$ cat src/rtl/urv_iram_loader_if.sv
// Host-link and IRAM port-B bundle for the urv program loader.
// master = loader side, slave = host link plus IRAM side.
interface urv_iram_loader_if;
    logic [7:0]  rx_data_i;
    logic        rx_valid_i;
    logic        rx_ready_o;
    logic [7:0]  tx_data_o;
    logic        tx_valid_o;
    logic        tx_ready_i;
    logic        enb_o;
    logic        web_o;
    logic [31:0] ab_o;
    logic [3:0]  bweb_o;
    logic [31:0] db_o;
    logic [31:0] qb_i;

    // Both links are valid/ready: a byte moves on a rising clk_i edge where
    // valid and ready are both high; the sender holds data stable until then.
    modport master (
        input  rx_data_i, rx_valid_i, tx_ready_i, qb_i,
        output rx_ready_o, tx_data_o, tx_valid_o,
        output enb_o, web_o, ab_o, bweb_o, db_o
    );
    modport slave (
        output rx_data_i, rx_valid_i, tx_ready_i, qb_i,
        input  rx_ready_o, tx_data_o, tx_valid_o,
        input  enb_o, web_o, ab_o, bweb_o, db_o
    );
endinterface

$ cat src/rtl/urv_iram_loader.sv
// Host-driven IRAM loader: byte commands A/W/R/G/H fill, read back and release the core.
// Optional URV_LOADER_CHECKSUM_EN adds a write-data byte sum returned by command 'S'.
module urv_iram_loader #(
    parameter int g_size      = 65536,
    parameter bit g_hold_core = 1'b1
) (
    input  logic                   clk_i,
    input  logic                   rst_i,
    urv_iram_loader_if.master      bus,
    output logic                   cpu_rst_o,
    output logic                   busy_o,
    output logic [2:0]             dbg_state
);
    typedef enum logic [2:0] {
        IDLE   = 3'd0,
        ARG    = 3'd1,
        WRITE  = 3'd2,
        RD_REQ = 3'd3,
        RD_CAP = 3'd4,
        TX     = 3'd5
    } state_t;

    localparam logic [7:0]  CMD_A = 8'h41;
    localparam logic [7:0]  CMD_W = 8'h57;
    localparam logic [7:0]  CMD_R = 8'h52;
    localparam logic [7:0]  CMD_G = 8'h47;
    localparam logic [7:0]  CMD_H = 8'h48;
    localparam logic [7:0]  RSP_OK  = 8'h4B;
    localparam logic [7:0]  RSP_BAD = 8'h3F;
    localparam logic [31:0] PTR_MASK = 32'(g_size - 1) & 32'hFFFF_FFFC;

    state_t      state;
    logic [7:0]  cmd;
    logic [1:0]  cnt;
    logic [31:0] word;
    logic [31:0] ptr;
    logic [31:0] tx_word;
    logic [1:0]  tx_cnt;
    logic [1:0]  tx_last;
    logic        rx_fire;
    logic        tx_fire;
`ifdef URV_LOADER_CHECKSUM_EN
    localparam logic [7:0] CMD_S = 8'h53;
    logic [7:0] sum;
`endif

    assign rx_fire   = bus.rx_valid_i & bus.rx_ready_o;
    assign tx_fire   = bus.tx_valid_o & bus.tx_ready_i;
    assign dbg_state = state;

    always_ff @(posedge clk_i) begin
        if (rst_i) begin
            state          <= IDLE;
            cmd            <= '0;
            cnt            <= '0;
            word           <= '0;
            ptr            <= '0;
            tx_word        <= '0;
            tx_cnt         <= '0;
            tx_last        <= '0;
            bus.rx_ready_o <= 1'b0;
            bus.tx_data_o  <= '0;
            bus.tx_valid_o <= 1'b0;
            bus.enb_o      <= 1'b0;
            bus.web_o      <= 1'b0;
            bus.ab_o       <= '0;
            bus.bweb_o     <= '0;
            bus.db_o       <= '0;
            cpu_rst_o      <= g_hold_core;
            busy_o         <= 1'b0;
`ifdef URV_LOADER_CHECKSUM_EN
            sum            <= '0;
`endif
        end else begin
            bus.enb_o  <= 1'b0;
            bus.web_o  <= 1'b0;
            bus.bweb_o <= '0;
            case (state)
                IDLE: begin
                    bus.rx_ready_o <= 1'b1;
                    busy_o         <= 1'b0;
                    if (rx_fire) begin
                        cmd    <= bus.rx_data_i;
                        busy_o <= 1'b1;
                        // Single-byte responses reuse the TX state with tx_last = 0.
                        tx_cnt  <= '0;
                        tx_last <= '0;
                        case (bus.rx_data_i)
                            CMD_A, CMD_W: begin
                                state <= ARG;
                                cnt   <= '0;
                            end
                            CMD_R: begin
                                state          <= RD_REQ;
                                bus.rx_ready_o <= 1'b0;
                                bus.enb_o      <= 1'b1;
                                bus.ab_o       <= ptr;
                            end
                            CMD_G, CMD_H: begin
                                cpu_rst_o      <= (bus.rx_data_i == CMD_H);
                                state          <= TX;
                                bus.rx_ready_o <= 1'b0;
                                bus.tx_data_o  <= RSP_OK;
                                bus.tx_valid_o <= 1'b1;
                            end
`ifdef URV_LOADER_CHECKSUM_EN
                            CMD_S: begin
                                state          <= TX;
                                bus.rx_ready_o <= 1'b0;
                                bus.tx_data_o  <= sum;
                                bus.tx_valid_o <= 1'b1;
                            end
`endif
                            default: begin
                                state          <= TX;
                                bus.rx_ready_o <= 1'b0;
                                bus.tx_data_o  <= RSP_BAD;
                                bus.tx_valid_o <= 1'b1;
                            end
                        endcase
                    end
                end
                ARG: begin
                    if (rx_fire) begin
                        word <= {word[23:0], bus.rx_data_i};
                        cnt  <= cnt + 2'd1;
                        if (cnt == 2'd3) begin
                            if (cmd == CMD_A) begin
                                ptr    <= {word[23:0], bus.rx_data_i} & PTR_MASK;
                                state  <= IDLE;
                                busy_o <= 1'b0;
`ifdef URV_LOADER_CHECKSUM_EN
                                sum    <= '0;
`endif
                            end else begin
                                state          <= WRITE;
                                bus.rx_ready_o <= 1'b0;
                                bus.enb_o      <= 1'b1;
                                bus.web_o      <= 1'b1;
                                bus.bweb_o     <= 4'hF;
                                bus.ab_o       <= ptr;
                                bus.db_o       <= {word[23:0], bus.rx_data_i};
`ifdef URV_LOADER_CHECKSUM_EN
                                sum <= sum + word[23:16] + word[15:8] + word[7:0]
                                       + bus.rx_data_i;
`endif
                            end
                        end
                    end
                end
                WRITE: begin
                    ptr            <= (ptr + 32'd4) & PTR_MASK;
                    state          <= IDLE;
                    bus.rx_ready_o <= 1'b1;
                    busy_o         <= 1'b0;
                end
                RD_REQ: state <= RD_CAP;
                RD_CAP: begin
                    tx_word        <= bus.qb_i;
                    bus.tx_data_o  <= bus.qb_i[31:24];
                    bus.tx_valid_o <= 1'b1;
                    tx_cnt         <= '0;
                    tx_last        <= 2'd3;
                    ptr            <= (ptr + 32'd4) & PTR_MASK;
                    state          <= TX;
                end
                TX: begin
                    if (tx_fire) begin
                        if (tx_cnt == tx_last) begin
                            bus.tx_valid_o <= 1'b0;
                            state          <= IDLE;
                            bus.rx_ready_o <= 1'b1;
                            busy_o         <= 1'b0;
                        end else begin
                            tx_cnt        <= tx_cnt + 2'd1;
                            bus.tx_data_o <= tx_word[23:16];
                            tx_word       <= {tx_word[23:0], 8'h00};
                        end
                    end
                end
                default: begin
                    state          <= IDLE;
                    bus.rx_ready_o <= 1'b0;
                    bus.tx_valid_o <= 1'b0;
                    busy_o         <= 1'b0;
                end
            endcase
        end
    end
endmodule
$ cat src/flat_wrapper.sv
// flat-port wrapper written by rule: the top's interface ports become plain ports
module urv_iram_loader_flat 
#(
    parameter int g_size      = 65536,
    parameter bit g_hold_core = 1'b1
)
  (clk_i, rst_i, cpu_rst_o, busy_o, dbg_state, bus_rx_data_i, bus_rx_valid_i, bus_tx_ready_i, bus_qb_i, bus_rx_ready_o, bus_tx_data_o, bus_tx_valid_o, bus_enb_o, bus_web_o, bus_ab_o, bus_bweb_o, bus_db_o);
  urv_iram_loader_if bus_i ();
  input  logic clk_i;
  input  logic rst_i;
  output logic cpu_rst_o;
  output logic busy_o;
  output logic [2:0] dbg_state;
  input wire logic [$bits(bus_i.rx_data_i)-1:0] bus_rx_data_i;
  input wire logic [$bits(bus_i.rx_valid_i)-1:0] bus_rx_valid_i;
  input wire logic [$bits(bus_i.tx_ready_i)-1:0] bus_tx_ready_i;
  input wire logic [$bits(bus_i.qb_i)-1:0] bus_qb_i;
  output wire logic [$bits(bus_i.rx_ready_o)-1:0] bus_rx_ready_o;
  output wire logic [$bits(bus_i.tx_data_o)-1:0] bus_tx_data_o;
  output wire logic [$bits(bus_i.tx_valid_o)-1:0] bus_tx_valid_o;
  output wire logic [$bits(bus_i.enb_o)-1:0] bus_enb_o;
  output wire logic [$bits(bus_i.web_o)-1:0] bus_web_o;
  output wire logic [$bits(bus_i.ab_o)-1:0] bus_ab_o;
  output wire logic [$bits(bus_i.bweb_o)-1:0] bus_bweb_o;
  output wire logic [$bits(bus_i.db_o)-1:0] bus_db_o;
  assign bus_i.rx_data_i = bus_rx_data_i;
  assign bus_i.rx_valid_i = bus_rx_valid_i;
  assign bus_i.tx_ready_i = bus_tx_ready_i;
  assign bus_i.qb_i = bus_qb_i;
  assign bus_rx_ready_o = bus_i.rx_ready_o;
  assign bus_tx_data_o = bus_i.tx_data_o;
  assign bus_tx_valid_o = bus_i.tx_valid_o;
  assign bus_enb_o = bus_i.enb_o;
  assign bus_web_o = bus_i.web_o;
  assign bus_ab_o = bus_i.ab_o;
  assign bus_bweb_o = bus_i.bweb_o;
  assign bus_db_o = bus_i.db_o;
  urv_iram_loader #(.g_size(g_size), .g_hold_core(g_hold_core)) u_core (.clk_i(clk_i), .rst_i(rst_i), .bus(bus_i), .cpu_rst_o(cpu_rst_o), .busy_o(busy_o), .dbg_state(dbg_state));
endmodule
$ cat config.mk
export PLATFORM = sky130hd
export DESIGN_NAME = urv_iram_loader_flat
export DESIGN_NICKNAME = d
export VERILOG_FILES = /design/src/rtl/urv_iram_loader_if.sv /design/src/rtl/urv_iram_loader.sv /design/src/flat_wrapper.sv
export SDC_FILE = /design/constraint.sdc
export NUM_CORES = 1
export LEC_CHECK = 0
export ABC_AREA = 1
export CAP_MARGIN = 10
export CORE_ASPECT_RATIO = 2
export CORE_MARGIN = 5
export CORE_UTILIZATION = 45
export DETAILED_ROUTE_END_ITERATION = 10
export PLACE_DENSITY = 0.72
export SLEW_MARGIN = 10
export SYNTH_ARGS = -nofsm -noshare
export SYNTH_HDL_FRONTEND = slang
export SYNTH_SLANG_ARGS = --single-unit
$ cat constraint.sdc
create_clock -name clk_i -period 2.1 [get_ports clk_i]
set_input_delay 0.315 -clock clk_i [delete_from_list [all_inputs] [get_ports clk_i]]
set_output_delay 0.315 -clock clk_i [all_outputs]
set_load 0.01 [all_outputs]
Word level (Yosys, flattened, before mapping):

Cells that the tools add are included.

* output and inout port bits: 85
* bits of input ports: 44
* register bits after elaboration: 179
* word-level logic and storage cells: 142

* add/subtract/negate cells: 3
* equality and inequality tests: 24
* bitwise gates (word level): 8
* reductions and logical operators: 29
* muxes and demuxes: 60

Operators by type and width (number)
* 2-to-1 mux 32 bit: 8
* one-hot mux 32 bit (2 select lines): 2
* == test 8 x 7 -> 1 bit, second input constant: 6
* 2-to-1 mux 24 bit: 2
* one-hot mux 24 bit (2 select lines): 1
* 2-to-1 mux 8 bit: 3
* one-hot mux 8 bit (3 select lines): 1
* 2-to-1 mux 1 bit: 20
* AND reduction 6 bit: 3
* adder 16 x 3 -> 16 bit, second input constant: 1
* one-hot mux 8 bit (2 select lines): 1
* AND reduction 4 bit: 4
* 2-to-1 mux 3 bit: 5
* one-hot mux 3 bit (5 select lines): 1
* AND reduction 5 bit: 3
* 2-to-1 mux 2 bit: 7
* inequality test 2 x 1 -> 1 bit, second input constant: 6
* inequality test 2 bit, second input constant: 5
* OR reduction 2 bit: 5
* one-hot mux 1 bit (4 select lines): 2
* one-hot mux 2 bit (2 select lines): 2
* nonzero test 2 bit: 4
* == test 3 x 2 -> 1 bit, second input constant: 2
* == test 3 bit, second input constant: 2
* 17 further kinds: 28

Depth between registers and ports, before layout:

Gate-level depths: netlist of the first run.

* word-level depth: 5
* mapped depth: 11

Least setup slack after synthesis of the first run:

Ideal clock, no wire load.

* path type: reg-to-reg
* start point: register u_core.state[0], in the netlist u_core.dbg_state[0]
* end point: register u_core.bus.ab_o[5]
* required time: 1.980 ns
* arrival time: 1.554 ns
* path slack: 0.425 ns
* cell stages (with the launch flop): 10
* setup time: 0.120 ns
* cell sequence: dfxtp_1 -> inv_2 -> nor3_4 -> nand2_4 -> inv_4 -> nand3_4 -> buf_6 -> nand2_8 -> buf_4 -> a21oi_1

* word-level cells in the longest chain between the ends: 3
* elaborated cells on any way between the ends: 10

Ends and longest elaborated chain
* start, declared: line urv_iram_loader.sv:32 `state_t state;`
* start signal, assigned: line urv_iram_loader.sv:53 `state <= IDLE;`
* start signal, assigned: line urv_iram_loader.sv:90 `state <= ARG;`
* start signal, assigned: line urv_iram_loader.sv:94 `state <= RD_REQ;`
* == test 3 x 1 -> 1 bit / logical NOT 3 bit (equally long branches): line urv_iram_loader.sv:78 `case (state)`
* inequality test 2 bit (no line), or another cell as far along
* AND reduction 6 bit (no line)
* end signal, assigned: line urv_iram_loader.sv:97 `bus.ab_o <= ptr;`
* end signal, assigned: line urv_iram_loader.sv:141 `bus.ab_o <= ptr;`
* end, declared: line urv_iram_loader_if.sv:22 `output enb_o, web_o, ab_o, bweb_o, db_o`

Several ways; a longest one is shown, not always the timed one.
A chain may end at the register's enable or synchronous reset.

Final worst setup path of the first run:

* start point: register u_core.state[2], in the netlist u_core.dbg_state[2]
* end point: output dbg_state[2]

RTL lines
* end, declared: line flat_wrapper.sv:13 `output logic [2:0] dbg_state;`

No word-level cell between the ends.

==> results.py, run 1 <==
metrics = {
    "worst_setup_path": {
        "end_kind": "output port",
        "critPathMaxStageDelay_ns": 0.53,
        "crit_chain": "buf_4, clkdlybuf4s50_1",
        "critPathSlowestCell": "clkdlybuf4s50_1",
        "crit_fanout": 6,
        "cp.arrival_ns": 1.64,
        "crit_path_start_kind": "register",
        "critPathRequiredTime_ns": 1.78,
        "crit_type": "register to output port",
    },
    "place": {
        "post-dp-hpwl_um": 12280,
        "portBuffers": 110,
        "place.gp.congestion": 0.8923,
        "place_area_sq_mm": 0.007351,
    },
    "pwr": {
        "p_seq_share_pct": 38.3,
        "cell_internal_pwr_uw": 5468,
        "pwr-share-clk_pct": 35.8,
        "switchingPower_uw": 2950,
        "ir_drop_mv": 0.9324,
        "pwr-share-comb_pct": 25.9,
        "switching_share_pct": 35.05,
        "powerDensity_mw_per_mm2": 1056,
        "p_leak_uw": 0.003235,
    },
    "cells_and_area": {
        "drive_gt1_share_pct": 9.440,
        "nNetsFinal": 997,
        "syn_to_final_growth_pct": 30.91,
        "diodes": 0,
        "fin_area_sq_mm": 0.007970,
    },
    "sta": {
        "final.min_clock_period_ns": 1.955,
        "rsz0062_at_grt": "no",
        "setup_viol": 0,
        "fin_crit_sh_pct": 93.11,
        "slew_headroom_pct": 62.19,
        "fin_tns_setup_ns": 0,
        "finalHoldViolCount": 0,
        "fin_skew_ns": 0.01015,
        "worstMarginPinSlew_ns": 0.5666,
        "final-max-slew-violation-count": 0,
        "max_freq_mhz": 511.4,
        "hold_slack_ns": 0.4418,
    },
    "clocking": {
        "cts_tree": "built",
        "cts_resized": 0,
        "path_clk_slew_ns": 0.07,
        "clock_latency_ns": 0.42,
        "post_cts_buffers": 0,
        "cts_buffers": 17,
        "cts_hold_buf": 0,
        "htree_levels": 4,
        "cts_root_buffer": "clkbuf_16",
        "clock_path_buffers": 2,
        "cts.sinks": 139,
    },
    "global_routing": {
        "antenna_found_initial": 0,
        "grt_util_all_layers_pct": 20.56,
        "first_global_vias": 5476,
        "grt_pass1_wl_um": 26270,
        "grt_max_degree": 41,
        "grt_overflow_total": 0,
    },
    "synthesis": {
        "syn-cell-area_sq_mm": 0.006088,
        "avgSynthCellArea_sq_um": 7.300,
        "synthFlopType": "dfxtp_1",
        "yosysWarnings": 0,
        "yosys_register_bits": 139,
        "yosysSeqAreaShare_pct": 45.70,
        "ys_top_cells_by_count": "187 x nand2_1, 139 x dfxtp_1, 95 x o21ai_0",
        "syn_inst": 834,
        "ys_async_sr_fraction_pct": 0,
        "synth_edf_count": 0,
        "yosys.area.top_type": "dfxtp_1",
        "synth_most_common_cell": "nand2_1",
        "synth.top_cell.area_share_pct": 45.70,
        "synth_area_leaders": "dfxtp_1 46%, nand2_1 12%, o21ai_0 7.8%, a21oi_1 7.5%, nand3_1 4.5%",
        "ys_types": 38,
    },
    "drt": {
        "postRouteAntennaNets": 0,
        "post-route-drc-count": 0,
        "first_pass_iters": 7,
        "drt_iter0_markers": 298,
        "avgRoutedWirePerCell_um": 14.60,
        "routed_wl_um": 16340,
        "vias_per_cell": 5.148,
        "dr_total_vias": 5761,
    },
    "status": {
        "status": "finished, final reports clean",
    },
    "floorplanning": {
        "die_h_um": 174.5,
        "die_x_um": 92.25,
        "pin_count": 129,
        "rows": 60,
        "start_util_pct": 45.56,
        "core_sq_mm": 0.01336,
        "die_area_sq_mm": 0.01610,
    },
    "worst_hold_path": {
        "hold_class": "input pin to register",
    },
    "run": {
        "max_cap_violations": 0,
    },
}
-- sequential cells by signal, indices dropped and copies added (netlist names) --
name	flops
u_core.bus.tx_data_o	8
u_core.busy_o	1
u_core.bus.db_o	32
u_core.bus.rx_ready_o	1
u_core.bus.bweb_o	1
u_core.tx_cnt	2
u_core.dbg_state	3
u_core.cnt	2
u_core.tx_last	1
u_core.bus.web_o	1
u_core.bus.tx_valid_o	1
u_core.bus.enb_o	1
u_core.cpu_rst_o	1
u_core.cmd	8
u_core.tx_word	24
u_core.word	24
u_core.ptr	14
u_core.bus.ab_o	14
-- critical path: cells and delay by family (launching register included) --
kind / cells / cell delay (ns)
buffers and inverters: 2 / 0.71
DFF: 1 / 0.51
-- placed cells by master (no fill, tap or decap), types with 2 or more instances in the layout --
| cell type | netlist | routed |
|---|---|---|
| a21oi_2 | 7 | 7 |
| nand2_1 | 187 | 187 |
| nand3b_1 | 2 | 2 |
| conb_1 | 1 | 18 |
| a21oi_1 | 91 | 91 |
| dfxtp_1 | 139 | 139 |
| nor2_1 | 69 | 69 |
| o21ai_1 | 6 | 6 |
| o21ai_0 | 95 | 95 |
| buf_12 | 0 | 2 |
| nand4_1 | 5 | 5 |
| buf_4 | 26 | 30 |
| inv_1 | 71 | 70 |
| clkinv_8 | 0 | 6 |
| nor3_1 | 6 | 6 |
| o22ai_1 | 4 | 4 |
| inv_2 | 5 | 6 |
| clkdlybuf4s50_1 | 0 | 110 |
| nand3_2 | 2 | 2 |
| nand3_1 | 55 | 55 |
| inv_8 | 0 | 4 |
| nand2_2 | 4 | 4 |
| clkinv_4 | 0 | 3 |
| clkbuf_16 | 0 | 17 |
| o211a_1 | 9 | 9 |
| ha_1 | 2 | 2 |
-- cells by family after synthesis --
| kind of cell | after synthesis | synth area share (%) |
|---|---|---|
| other cells | 1 | 0.06159 |
| compound gates | 218 | 19.44 |
| fa+ha+maj | 2 | 0.4109 |
| simple gates | 336 | 23.65 |
| buf+inv | 138 | 10.73 |
| flops | 139 | 45.70 |
-- cell type report --
type	count	area [sq um]
well taps	155	193.9
multi-input cells	574	2716
inverters	77	291.5
flip-flops and latches	139	2783
repair buffers	142	1366
clock buffers	17	425.4
clock inverters	15	193.9
fillers	1234	5393
-- metal layers --
metal / track usage (%) / vias up / wire, um
met5: 0 / - / 0
met2: 39.62 / 182 / 8984
met3: 4.677 / 37 / 826
met1: 19.83 / 2612 / 5844
met4: 10.24 / 0 / 685
li1: - / 2930 / -
-- through the flow --
stage | instances | utilization, % | setup slack (ns) | total power (uW)
3_5_place_dp | 1087 | 55.01 | -0.06867 | 5452
6_report | 1119 | 59.64 | 0.1448 | 8418
5_1_grt | 1119 | 59.64 | 0.01954 | 8893
3_3_place_gp | 1087 | 55.01 | -0.003357 | 5418
4_1_cts | 1119 | 59.64 | 0.1261 | 8476
2_1_floorplan | 851 | - | 0.4253 | 4677
-- worst paths after layout --
check / from / end / slack [ns] / depth (start not counted)
max: u_core.dbg_state[2] / dbg_state[2] / 0.14 / 2
min: bus_qb_i[5] / u_core.tx_word[5] / 0.44 / 3
max reg2reg: u_core.dbg_state[1] / u_core.bus.tx_data_o[7] / 0.22 / 9
min reg2reg: u_core.word[18] / u_core.bus.db_o[26] / 0.45 / 2
-- power groups by stage --
| stage | logic (uW) | registers [uW] | clock network, uW |
|---|---|---|---|
| after CTS | 2190 | 3220 | 3060 |
| final | 2180 | 3220 | 3020 |
| after global routing | 2440 | 3260 | 3190 |
| after global placement | 2150 | 3270 | 0 |
| after detailed placement | 2180 | 3280 | 0 |
| after floorplan | 1410 | 3270 | 0 |
Power figures use the tool's default switching activity.
==> run 2: changes to the inputs <==
==> constraint.sdc (replaced) <==
create_clock -name clk_i -period 2.1 [get_ports clk_i]
set_input_delay 0.21 -clock clk_i [delete_from_list [all_inputs] [get_ports clk_i]]
set_output_delay 0.21 -clock clk_i [all_outputs]
set_load 0.01 [all_outputs]
==> run 2 against run 1 <==
Non-clock buffer count down 5; global-route usage increased by 0.17 points; largest power group unchanged; power increased by 0.68%; hold slack got worse by 0.10 ns; critical path type is now register to register.
==> results.py, run 2 (synthesis gave the netlist of run 1 again) <==
metrics = {
    "pwr": {
        "ir_drop_mv": 0.7420,
        "powerDensity_mw_per_mm2": 1070,
        "p_leak_uw": 0.003214,
    },
    "clocking": {
        "cts_buffers": 17,
        "clock_latency_ns": 0.42,
        "post_cts_buffers": 0,
        "cts.sinks": 139,
        "cts_resized": 0,
        "cts_hold_buf": 0,
        "clock_path_buffers": 2,
        "cts_tree": "built",
        "cts_root_buffer": "clkbuf_16",
        "htree_levels": 4,
        "path_clk_slew_ns": 0.07,
    },
    "worst_setup_path": {
        "crit_fanout": 13,
        "cp.arrival_ns": 2.25,
        "critPathRequiredTime_ns": 2.45,
        "crit_type": "register to register",
        "crit_start": "u_core.dbg_state[1]",
        "end_kind": "register",
        "crit_path_start_kind": "register",
        "r2r_cells": 9,
        "r2r-start": "u_core.dbg_state[1]",
    },
    "sta": {
        "max_freq_mhz": 528.0,
        "fin_crit_sh_pct": 90.19,
        "final-max-slew-violation-count": 0,
        "fin_skew_ns": 0.01014,
        "slew_headroom_pct": 62.62,
        "finalHoldViolCount": 0,
        "worstMarginPinSlew_ns": 0.5601,
        "final.min_clock_period_ns": 1.894,
        "rsz0062_at_grt": "no",
        "setup_viol": 0,
        "fin_tns_setup_ns": 0,
        "hold_slack_ns": 0.3411,
    },
    "drt": {
        "post-route-drc-count": 0,
        "drt_iter0_markers": 259,
        "postRouteAntennaNets": 0,
        "avgRoutedWirePerCell_um": 14.66,
        "vias_per_cell": 5.163,
        "first_pass_iters": 5,
        "routed_wl_um": 16330,
        "dr_total_vias": 5752,
    },
    "global_routing": {
        "grt_overflow_total": 0,
        "first_global_vias": 5611,
        "antenna_found_initial": 0,
        "grt_max_degree": 44,
        "grt_util_all_layers_pct": 20.73,
        "grt_pass1_wl_um": 26640,
    },
    "cells_and_area": {
        "top_regs": "u_core.bus.db_o: 32 flops, u_core.tx_word: 24 flops, u_core.word: 24 flops",
        "largest_reg_flops": 32,
        "nFillCells": 1243,
        "fin_cells": 1114,
        "syn_to_final_growth_pct": 30.15,
        "layout_common_cells": "187 x nand2_1, 139 x dfxtp_1, 110 x clkdlybuf4s50_1",
        "regMostFlops": "u_core.bus.db_o",
        "mostFrequentLayoutCell": "nand2_1",
        "drive_gt1_share_pct": 8.968,
        "diodes": 0,
        "nNetsFinal": 992,
    },
    "floorplanning": {
        "die_area_sq_mm": 0.01610,
        "pin_count": 129,
        "die_x_um": 92.25,
        "die_h_um": 174.5,
        "rows": 60,
        "start_util_pct": 45.56,
        "core_sq_mm": 0.01336,
    },
    "status": {
        "status": "finished, final reports clean",
    },
    "run": {
        "max_cap_violations": 0,
    },
    "place": {
        "portBuffers": 110,
        "place_inst": 1082,
        "post-dp-hpwl_um": 12290,
        "place.gp.congestion": 0.9052,
    },
    "worst_hold_path": {
        "hp-start": "bus_qb_i[2]",
        "hold_class": "input pin to register",
        "hold_depth": 3,
    },
}
run 2: cell count changes in the layout (fill, tap and decap cells not counted), moves of 2 or more:
cell / change
buf_4: -4
bufinv_16: +2
clkinv_4: -3
clkinv_8: -4
inv_6: +4
run 2: layout make-up:
| cell class | count | area [sq um] | share of cell area [%] |
|---|---|---|---|
| repair buffers | 137 | 1316 | 16.61 |
| multi-input cells | 574 | 2716 | 34.28 |
| flip-flops and latches | 139 | 2783 | 35.12 |
| clock buffers | 17 | 425.4 | 5.369 |
| clock inverters | 15 | 197.7 | 2.495 |
| well taps | 155 | 193.9 | 2.447 |
| inverters | 77 | 291.5 | 3.679 |
run 2: worst max-delay path, cell delays in order, from the launching register on:
cell,delay [ns]
dfxtp_1,0.37
nor2_1,0.25
nand2_2,0.15
nand2_2,0.11
inv_2,0.07
nand2_1,0.12
nand3_2,0.25
inv_2,0.25
o21ai_0,0.12
a21oi_1,0.13
run 2: report_power, final:
group / switching (uW) / internal [uW] / leakage, uW
clock network: 1280 / 1820 / 0.000308
registers: 215 / 3000 / 0.00113
logic: 1320 / 830 / 0.00178
total: 2820 / 5650 / 0.00321
run 2: final timing paths:
| check | slack [ns] | end |
|---|---|---|
| setup reg to reg | 0.21 | u_core.ptr[4] |
| hold / removal | 0.34 | u_core.tx_word[2] |
| setup / recovery | 0.21 | u_core.ptr[4] |
| hold reg to reg | 0.45 | u_core.bus.db_o[28] |
run 2: layer usage:
| metal | global-route usage [%] | vias up | part of all wire [%] |
|---|---|---|---|
| met4 | 12.66 | 0 | 4.8 |
| li1 | - | 2927 | - |
| met3 | 4.114 | 48 | 4.5 |
| met2 | 39.19 | 169 | 55 |
| met1 | 20.03 | 2608 | 36 |
| met5 | 0 | - | 0 |
run 2: through the flow:
stage / utilization (%) / power, uW / setup slack (ns) / instance area [sq um]
2_1_floorplan: - / 4677 / 0.4253 / 6152
3_3_place_gp: 54.63 / 5398 / 0.06150 / 7301
3_5_place_dp: 54.63 / 5428 / 0.06144 / 7301
4_1_cts: 59.30 / 8551 / 0.2009 / 7924
5_1_grt: 59.30 / 8976 / 0.001076 / 7924
6_report: 59.30 / 8475 / 0.2060 / 7924
